`config.mk`:
```
export PLATFORM = sky130hd
export DESIGN_NAME = memory_stage
export DESIGN_NICKNAME = d
export VERILOG_FILES = /design/src/rtl/memory_stage.sv
export SDC_FILE = /design/constraint.sdc
export NUM_CORES = 1
export LEC_CHECK = 0
export ABC_AREA = 0
export CAP_MARGIN = 30
export CORE_UTILIZATION = 34
export CTS_CLUSTER_SIZE = 14
export DETAILED_ROUTE_END_ITERATION = 10
export HOLD_SLACK_MARGIN = 0.08
export PLACE_DENSITY = 0.78
export RECOVER_POWER = 50
export SLEW_MARGIN = 20
export SYNTH_ARGS = -nofsm -noshare
export SYNTH_HDL_FRONTEND = slang
export SYNTH_SLANG_ARGS = --single-unit
```
`constraint.sdc`:
```
create_clock -name clk -period 1.95 [get_ports clk]
set_clock_uncertainty 0.1 [all_clocks]
set_input_delay 0.39 -clock clk [delete_from_list [all_inputs] [get_ports clk]]
set_output_delay 0.39 -clock clk [all_outputs]
set_load 0.05 [all_outputs]
```
`src/rtl/memory_stage.sv`:
```
// memory_stage
// MEM-stage data-memory access unit sitting directly in front of the MEM/WB
// register. It issues one request per load/store on a req/ready data bus,
// holds the pipeline frozen while the access is in flight, and presents the
// extended load result in the cycle the pipeline is released.
//
// Ports
//   clk, rst            clock (rising edge), asynchronous active-high reset
//   RegWriteMI          RegWrite from the EX/MEM register
//   MemReadM/MemWriteM  load / store in MEM (both set = store)
//   funct3M             000 B, 001 H, 010 W, 100 BU, 101 HU
//   ALUResultM          byte address
//   WriteDataM          store data (low bits significant)
//   dmem_req/we/addr/be/wdata   data-memory request side
//   dmem_rdata/ready            data-memory response side
//   RegWriteM           RegWriteMI gated by stall and fault
//   ReadDataM           extended load data to MEM/WB
//   StallM              freeze PC/IF/ID/EX/MEM registers
//   FaultM              misaligned, illegal funct3 or timeout
module memory_stage #(
    parameter int TIMEOUT_CYCLES = 255
) (
    input  logic        clk,
    input  logic        rst,
    input  logic        RegWriteMI,
    input  logic        MemReadM,
    input  logic        MemWriteM,
    input  logic [2:0]  funct3M,
    input  logic [31:0] ALUResultM,
    input  logic [31:0] WriteDataM,
    output logic        dmem_req,
    output logic        dmem_we,
    output logic [31:0] dmem_addr,
    output logic [3:0]  dmem_be,
    output logic [31:0] dmem_wdata,
    input  logic [31:0] dmem_rdata,
    input  logic        dmem_ready,
    output logic        RegWriteM,
    output logic [31:0] ReadDataM,
    output logic        StallM,
    output logic        FaultM
);

    localparam int CNT_W = (TIMEOUT_CYCLES > 1) ? $clog2(TIMEOUT_CYCLES) : 1;
    localparam logic [CNT_W-1:0] CNT_LAST = CNT_W'(TIMEOUT_CYCLES - 1);

    typedef enum logic [1:0] {S_IDLE, S_WAIT, S_DONE} state_t;

    state_t           state_q, state_d;
    logic [CNT_W-1:0] cnt_q, cnt_d;
    logic [31:0]      rdata_q, rdata_d;
    logic             fault_q, fault_d;

    logic             access;
    logic             is_store;
    logic             bad;
    logic [1:0]       off;
    logic [7:0]       byte_sel;
    logic [15:0]      half_sel;
    logic [31:0]      ext_data;

    assign access   = MemReadM | MemWriteM;
    assign is_store = MemWriteM;
    assign off      = ALUResultM[1:0];

    // Illegal encodings, misalignment, and unsigned-store encodings all fault
    // before any bus traffic is generated.
    always_comb begin
        bad = 1'b0;
        case (funct3M)
            3'b011, 3'b110, 3'b111: bad = 1'b1;
            3'b001, 3'b101:         bad = off[0];
            3'b010:                 bad = (off != 2'b00);
            default:                bad = 1'b0;
        endcase
        if (is_store && funct3M[2]) begin
            bad = 1'b1;
        end
    end

    always_ff @(posedge clk or posedge rst) begin
        if (rst) begin
            state_q <= S_IDLE;
            cnt_q   <= '0;
            rdata_q <= '0;
            fault_q <= 1'b0;
        end else begin
            state_q <= state_d;
            cnt_q   <= cnt_d;
            rdata_q <= rdata_d;
            fault_q <= fault_d;
        end
    end

    always_comb begin
        state_d = state_q;
        cnt_d   = cnt_q;
        rdata_d = rdata_q;
        fault_d = fault_q;
        case (state_q)
            S_IDLE: begin
                if (access && !bad) begin
                    state_d = S_WAIT;
                    cnt_d   = '0;
                end
            end
            S_WAIT: begin
                if (dmem_ready) begin
                    rdata_d = dmem_rdata;
                    state_d = S_DONE;
                end else if (cnt_q == CNT_LAST) begin
                    fault_d = 1'b1;
                    state_d = S_DONE;
                end else begin
                    cnt_d = cnt_q + 1'b1;
                end
            end
            S_DONE: begin
                state_d = S_IDLE;
                fault_d = 1'b0;
            end
            default: state_d = S_IDLE;
        endcase
    end

    // Load lane extraction; address/funct3 are still valid in DONE because
    // the EX/MEM register is held until the release edge.
    always_comb begin
        case (off)
            2'd0:    byte_sel = rdata_q[7:0];
            2'd1:    byte_sel = rdata_q[15:8];
            2'd2:    byte_sel = rdata_q[23:16];
            default: byte_sel = rdata_q[31:24];
        endcase
        half_sel = off[1] ? rdata_q[31:16] : rdata_q[15:0];
        case (funct3M)
            3'b000:  ext_data = {{24{byte_sel[7]}}, byte_sel};
            3'b100:  ext_data = {24'd0, byte_sel};
            3'b001:  ext_data = {{16{half_sel[15]}}, half_sel};
            3'b101:  ext_data = {16'd0, half_sel};
            3'b010:  ext_data = rdata_q;
            default: ext_data = '0;
        endcase
    end

    // Store lane steering; loads always fetch the whole word.
    always_comb begin
        dmem_be    = 4'b1111;
        dmem_wdata = WriteDataM;
        if (is_store) begin
            case (funct3M[1:0])
                2'b00: begin
                    dmem_be    = 4'b0001 << off;
                    dmem_wdata = {4{WriteDataM[7:0]}};
                end
                2'b01: begin
                    dmem_be    = off[1] ? 4'b1100 : 4'b0011;
                    dmem_wdata = {2{WriteDataM[15:0]}};
                end
                default: begin
                    dmem_be    = 4'b1111;
                    dmem_wdata = WriteDataM;
                end
            endcase
        end
    end

    assign dmem_we   = is_store;
    assign dmem_addr = {ALUResultM[31:2], 2'b00};

    always_comb begin
        dmem_req  = 1'b0;
        StallM    = 1'b0;
        FaultM    = 1'b0;
        ReadDataM = '0;
        case (state_q)
            S_IDLE: begin
                if (access) begin
                    if (bad) begin
                        FaultM = 1'b1;
                    end else begin
                        dmem_req = 1'b1;
                        StallM   = 1'b1;
                    end
                end
            end
            S_WAIT: begin
                dmem_req = 1'b1;
                StallM   = 1'b1;
            end
            S_DONE: begin
                FaultM    = fault_q;
                ReadDataM = fault_q ? 32'd0 : ext_data;
            end
            default: ;
        endcase
        // The state register clears asynchronously, but IDLE alone would
        // still request on a legal access, so reset masks the strobe too.
        if (rst) begin
            dmem_req = 1'b0;
        end
    end

    assign RegWriteM = RegWriteMI & ~StallM & ~FaultM;

endmodule
```
; ---- Word level (Yosys, flattened, before mapping)
; Cells that the tools add are included.
[word_totals]
register_bits = 43
in_bits = 105
output_inout_bits = 105
word_cells = 75
[classes]
add_sub_neg = 1
n_eq_ne = 18
shift = 1
n_mux = 30
bitwise = 5
n_reduce_logical = 16
[op_table]
columns = operator, n
row1 = $pmux 32 s5, 1
row2 = $mux 32, 3
row3 = $pmux 32 s2, 1
row4 = $mux 8, 3
row5 = $pmux 8 s3, 1
row6 = $mux 16, 1
row7 = $pmux 8 s2, 1
row8 = $eq 3x3->1 const B, 4
row9 = $add 8x1->8 const B, 1
row10 = $eq 8x8->1 const B, 1
row11 = $mux 1, 8
row12 = $mux 4, 2
row13 = $ne 2x2->1 const B, 4
row14 = $pmux 4 s2, 1
row15 = $eq 2x1->1 const B, 3
row16 = $eq 3x2->1 const B, 2
row17 = $logic_not 2->1, 3
row18 = $mux 2, 3
row19 = $pmux 1 s2, 3
row20 = $reduce_bool 2->1, 3
row21 = $eq 2x2->1 const B, 2
row22 = $pmux 2 s2, 1
row23 = $reduce_and 2->1, 2
row24 = $reduce_and 4->1, 1
row25 = other kinds (13), 16

; ---- Longest topological paths before layout
; Gate-level depths: netlist (run 1).
[logic_depth]
ltp_word = 10
depth_mapped = 7
depth_no_buf = 6

; ---- Least setup slack after synthesis (run 1)
; OpenSTA, ideal clock, no wires.
[synth_path]
path_kind = in2out
from = input port funct3M[0]
to = output port RegWriteM
arrival_ns = 1.999
t_required_ns = 1.460
setup_slack_ns = -0.539
cell_stages = 5
path_buffers = 1
path_cell_list = buf_6 -> a221oi_2 -> or4_1 -> a21oi_2 -> nor2_1
[synth_between]
elab_cells_between_ends = 20
cone_classes = 6 x eq/ne / 8 x mux / 4 x bitwise / 2 x reduce/logical
[synth_lines]
columns = element, line
row1 = from (decl), 28  ; input logic [2:0] funct3M,
row2 = "$eq 3x2->1, or another cell as far along", 70  ; case (funct3M)
row3 = $reduce_or 3->1 or $reduce_or 2->1 (tied branches), 70
row4 = $pmux 1 s3 *, 70
row5 = $mux 1 *, 76  ; if (is_store && funct3M[2]) begin
row6 = $mux 1 *, 179  ; if (bad) begin
row7 = $mux 1 *, 178  ; if (access) begin
row8 = $pmux 1 s2 *, 176  ; case (state_q)
row9 = net FaultM, 41  ; output logic FaultM
row10 = $not 1->1 *, 204  ; assign RegWriteM = RegWriteMI & ~StallM & ~FaultM;
row11 = $and 1x1->1 *, 204
row12 = to (decl), 38  ; output logic RegWriteM,
; Mark *: on every way through the listed nets, which the timed path passes. The rest lies on a longest branch.

; ---- Final worst setup path (run 1)
[layout_path]
from = register rdata_q[24]
to = output port ReadDataM[0]
[layout_between]
elab_chain_len = 4
[layout_lines]
columns = element, line
row1 = from (decl), 51  ; logic [31:0] rdata_q, rdata_d;
row2 = from (signal assigned), 90  ; rdata_q <= rdata_d;
row3 = $pmux 8 s3, 129  ; case (off)
row4 = $pmux 32 s5, 136  ; case (funct3M)
row5 = $mux 32, 193  ; ReadDataM = fault_q ? 32'd0 : ext_data;
row6 = $mux 32, 176
row7 = to (decl), 39  ; output logic [31:0] ReadDataM,
; Every way passes these cells.

==> results.toml, run 1 <==
[placed_design]
placed_area_um2 = 6230
dp_worst_setup_slack_ns = -0.850
dp_hpwl_mm = 9.42
port-buffer-count = 147
gp_congestion = 0.824
dp.cells = 659

[synthesis]
synth-async-reset-ratio_pct = 100
yosysWarnings = 0
synthCells = 361
avgSynthCellArea_um2 = 9.48
synth.most_common_cell = "nand2_1"
synth-seq-area-share_pct = 31.5
synthFlopType = "dfrtp_1"
synth_area_um2 = 3420
ys_seq_elements = 43
synth_area_leaders = "dfrtp_1 (31%), mux2_2 (13%), buf_4 (9.4%), nand2_1 (6.3%), mux4_2 (4.0%)"
yosys-top-cells-count = "nand2_1 (57), buf_4 (43), dfrtp_1 (43)"
synth_edf_count = 0
yosys.area.top_type = "dfrtp_1"
netlist.area_leader.share_pct = 31.5
yosysUniqueCellTypes = 47

[final_layout]
diodes = 0
final_core_util_pct = 71.4
drive_gt1_share_pct = 58.2
fin_area_um2 = 6980
num-nets-final = 673
areaGrowthSynthToFinish_pct = 104
fin_cells = 700
fillers = 611

[clock_network]
numCtsBuffers = 5
hold_buffers = 0
tritoncts = "yes"
cts.path.max_buffers = 2
cts.sinks = 43
clk_latency_ns = 0.31
root_buffer = "clkbuf_8"
h-tree-depth = 2
path_clk_slew_ns = 0.09

[timing]
finalCritPeriodShare_pct = 124
final-hold-violation-count = 0
finalSetupViolations = 47
rsz0062_at_grt = "yes"
tightestPinTransition_ns = 1.14
slew_headroom_pct = 23.8
final_max_slew_viol_count = 0
fmax_mhz = 413
fin_ws_ns = -0.473
post-route-min-period_ns = 2.42

[power]
report.power.total_uw = 5990
power_density_nw_per_um2 = 858
p_leak_uw = 0.00289
ir_drop_uv = 572

[routing]
drt-total-wl_mm = 14.6
ant_nets = 0
wl_per_cell_um = 20.9
drcViolationCount = 0
dr.first_iter.drc_count = 312
vias = 3755
vias_per_cell = 5.36
drt_pass1_iterations = 5

[critical_path]
critPathLaunchType = "flop"
path_class = "flop to output port"
crit_fanout = 2
slowest_delay_ns = 0.47
arrival_ns = 1.93
endpoint_kind = "output port"
cp_cell_sequence = "mux4_2 > a222oi_1 > buf_4 > nor2_4 > buf_12"
slowest_stage = "mux4_2"
cp.required_ns = 1.46

[global_routing]
grt.overflow.total = 0
grt_start_max_net_pins = 44
grt_pass1_wl_mm = 20.7
antenna_found_initial = 0
grt_usage_pct = 26.1
grt_pass1_vias = 3955

[floorplan]
fp.dieW_um = 102
die_y_um = 102
io_pins = 210
start_util_pct = 35.0
rows = 36
die_area_um2 = 10500
design.core.area_um2 = 9770

[status]
violations = "negative setup slack"
status = "complete, but fails checks"

[flow_run]
drv_cap = 0

[worst_hold_path]
hold_path_class = "flop to flop"
[kinds of logic after synthesis]
logic type | count (synthesis) | share of synthesized area, %
adders and majority gates | 2 | 0.731
DFF | 43 | 31.5
and+or+nand+nor | 105 | 15.0
other | 1 | 0.110
muxes | 57 | 21.8
AOI/OAI and AO/OA | 79 | 16.0
buffers and inverters | 74 | 15.0
[where the power goes]
group	internal [uW]	switching, uW	total, uW	leakage (uW)
clock	251	337	588	0.0000412
combinational	2080	1740	3820	0.00232
sequential	1270	307	1580	0.000526
total	3600	2390	5990	0.00289
[critical path: cells and delay by family, from the launching register on]
kind	cells	cell delay [ns]
compound gates	1	0.37
buf+inv	2	0.36
flops	1	0.40
mux	1	0.47
simple gates	1	0.03
[worst paths after layout]
| path | startpoint | end | slack, ns | cells past startpoint |
|---|---|---|---|---|
| setup / recovery | rdata_q[24] | ReadDataM[0] | -0.47 | 5 |
| min in group asynchronous | rst | cnt_q[3] | 0.73 | 3 |
| hold / removal | cnt_q[7] | cnt_q[7] | 0.42 | 1 |
| hold reg to reg | cnt_q[7] | cnt_q[7] | 0.42 | 1 |
| setup reg to reg | state_q[1] | cnt_q[4] | 0.18 | 5 |
| max in group asynchronous | rst | rdata_q[31] | 0.24 | 3 |
[metal layers]
| layer | vias to the layer above | GRT usage, % | part of all wire (%) |
|---|---|---|---|
| met3 | 71 | 3.63 | 5.7 |
| li1 | 1658 | - | - |
| met1 | 1833 | 29.3 | 37 |
| met5 | - | 0 | 0 |
| met4 | 0 | 14.6 | 4.9 |
| met2 | 193 | 47.3 | 52 |
[flip-flops by register name (all words and copies together) (netlist names)]
register and flops:
rdata_q 32, cnt_q 8, state_q 2, fault_q 1
[metrics by stage]
stage	TNS, ns	hold slack [ns]
6_report	-13.42	0.423
5_1_grt	-14.73	0.440
4_1_cts	-13.26	0.412
3_5_place_dp	-46.45	0.402
3_3_place_gp	-43.95	0.384
2_1_floorplan	-5.53	0.366
[cells in the final DEF (no fill, tap or decap), drive strengths merged, types with 2 or more instances in the layout]
cell type,synthesis,routed
inv,6,6
clkbuf,4,10
nand3,6,6
mux2i,8,8
nand2,57,57
nand4,2,2
a21o,1,2
or2,2,2
a21oi,27,27
a222oi,7,7
buf,64,192
dfrtp,43,43
nor2,19,19
ha,2,2
a22oi,9,9
o21ai,22,22
nor2b,2,2
o22ai,2,2
nor4,2,2
mux4,9,9
mux2,40,40
clkdlybuf4s50,0,66
conb,1,2
o31ai,7,7
nand2b,5,5
and3,2,2
a31oi,2,2
[final cells by class]
class	count	area, um^2	share of cell area [%]
Timing Repair Buffer	264	3250	46.6
Multi-Input combinational cell	246	2370	33.9
Sequential cell	43	1080	15.4
Tap cell	133	166	2.39
Clock buffer	6	72.6	1.04
Inverter	6	25.0	0.359
Clock inverter	2	12.5	0.179
[timing repair]
item / CTS / global route
pin swaps: 23 / 18
resized for setup: 96 / 38
endpoints found under the setup margin: 73 / 60
buffers inserted: 17 / 17
gates cloned: 2 / 4
Note: power is estimated with default switching activity, not from simulation.
==> run 2, diff against run 1 <==
--- a/config.mk
+++ b/config.mk
@@ -7,6 +7,7 @@
 export LEC_CHECK = 0
 export ABC_AREA = 0
 export CAP_MARGIN = 30
+export CORE_MARGIN = 2
 export CORE_UTILIZATION = 34
 export CTS_CLUSTER_SIZE = 14
 export DETAILED_ROUTE_END_ITERATION = 10
==> constraint.sdc (replaced) <==
create_clock -name clk -period 2.04 [get_ports clk]
set_clock_uncertainty 0.1 [all_clocks]
set_input_delay 0.408 -clock clk [delete_from_list [all_inputs] [get_ports clk]]
set_output_delay 0.408 -clock clk [all_outputs]
set_load 0.05 [all_outputs]
==> run 2 against run 1 <==
Against the previous run: the flow still finishes with violations (negative setup slack); global-route usage shrank 1.2 points; worst setup slack better by 0.086 ns; via count shrank 2.6%; non-clock buffer count fell by 28; utilization decreased by 3.2 points; wire length is 6.0% lower.
==> results.toml, run 2 (synthesis results as in run 1) <==
[worst_hold_path]
worstHoldPathCells = 1
hold_path_class = "flop to flop"
min_from = "cnt_q[7]"
holdPathEnd = "cnt_q[7]"

[final_layout]
seqCellArea_um2 = 1080
fillers = 660
fin_area_um2 = 6660
largest_reg_flops = 32
num-nets-final = 645
final_core_util_pct = 68.2
final_cell_mix = "buf_12 (72), clkdlybuf4s50_1 (66), buf_4 (65)"
layout_commonest_cell = "buf_12"
regMostFlops = "rdata_q"
multiInputGateArea_um2 = 2250
diodes = 0
fin_cells = 672
reg_top3 = "rdata_q: 32 flops, cnt_q: 8 flops, state_q: 2 flops"
areaGrowthSynthToFinish_pct = 94.8
drive_gt1_share_pct = 54.4

[critical_path]
path_class = "flop to output port"
reg2reg_from = "cnt_q[0]"
critPathLaunchType = "flop"
crit_fanout = 2
timing.rr.end = "cnt_q[3]"
reg2reg_depth = 6
r2r_slack_ns = 0.18
arrival_ns = 1.92
cp.required_ns = 1.53
endpoint_kind = "output port"

[clock_network]
root_buffer = "clkbuf_8"
cts.sinks = 43
path_clk_slew_ns = 0.09
clk_latency_ns = 0.31
numCtsBuffers = 5
h-tree-depth = 2
tritoncts = "yes"
cts.path.max_buffers = 2

[routing]
vias_per_cell = 5.44
drt-total-wl_mm = 13.8
dr.first_iter.drc_count = 247
drt_pass1_iterations = 6
wl_per_cell_um = 20.5
drcViolationCount = 0
ant_nets = 0
vias = 3656

[timing]
post-route-min-period_ns = 2.43
final_max_slew_viol_count = 0
fin_ws_ns = -0.387
slew_headroom_pct = 27.1
rsz0062_at_grt = "yes"
final-hold-violation-count = 0
setup_tns_ns = -10.08
tightestPinTransition_ns = 1.09
fmax_mhz = 412
finalSetupViolations = 36
finalCritPeriodShare_pct = 119

[global_routing]
antenna_found_initial = 0
grt_pass1_wl_mm = 21.4
grt.overflow.total = 0
grt_pass1_vias = 3774
grt_usage_pct = 24.9
grt_start_max_net_pins = 44

[placed_design]
dp.cells = 635
gp_congestion = 0.838
placed_area_um2 = 6000
dp_hpwl_mm = 9.22
port-buffer-count = 147

[power]
report.power.total_uw = 5640
ir_drop_uv = 498
power_density_nw_per_um2 = 846
p_leak_uw = 0.00274

[status]
status = "complete, but fails checks"
violations = "negative setup slack"

[floorplan]
rows = 36
die_area_um2 = 10900
die_y_um = 104
design.core.area_um2 = 9770
fp.dieW_um = 104
start_util_pct = 35.0
io_pins = 210

[flow_run]
drv_cap = 0
[run 2: cell count changes in the layout (fill, tap and decap cells not counted), sizes merged]
cell	before	now
buf	192	167
bufinv	0	1
clkbuf	10	6
clkinv	1	2
clkinvlp	1	0
dlygate4sd3	0	1
dlymetal6s2s	1	0
[run 2: layout make-up]
class	count	share of cell area [%]
timing repair buffer	236	45.6
multi-input combinational	246	33.7
sequential	43	16.2
tap	133	2.50
clock buffer	5	1.03
clock inverter	3	0.657
inverter	6	0.338
[run 2: report_power, final]
part	internal (uW)	switching (uW)	leakage (uW)	total, uW
registers	1210	268	0.000527	1480
logic	1860	1610	0.00216	3470
clock network	365	325	0.0000581	690
total	3440	2200	0.00274	5640
[run 2: worst max path at each step]
stage	start	end	slack (ns)
final	rdata_q[11]	ReadDataM[3]	-0.39
after detailed placement	ALUResultM[0]	RegWriteM	-0.82
after global placement	ALUResultM[0]	RegWriteM	-0.80
after floorplan	funct3M[0]	ReadDataM[10]	-0.22
after global routing	rdata_q[29]	ReadDataM[5]	-0.39
after CTS	rdata_q[9]	ReadDataM[1]	-0.30
[run 2: through the flow]
stage / setup WS, ns / hold slack [ns]
floorplan: -0.218 / 0.366
CTS: -0.303 / 0.414
detailed placement: -0.816 / 0.399
finish: -0.387 / 0.415
global route: -0.391 / 0.455
global placement: -0.801 / 0.382
[run 2: repair_timing]
item                       CTS  global route
hold buffers                 0             0
setup endpoints to repair   73            44
setup buffers               19             7
pin swaps                   25            19
resized for setup           91            16
gates cloned                 5             0
[run 2: worst max-delay path: stages, from the launching register on]
cell and delay, ns:
dfrtp_1 0.43, mux4_2 0.47, a222oi_1 0.33, buf_4 0.19, nor2_4 0.04, buf_12 0.15
[run 2: per-layer routing]
layer / share of wire [%] / GRT usage [%]
met1: 38 / 30.5
met2: 51 / 43.3
met3: 7.3 / 5.01
met4: 3.7 / 8.40
met5: 0 / 0
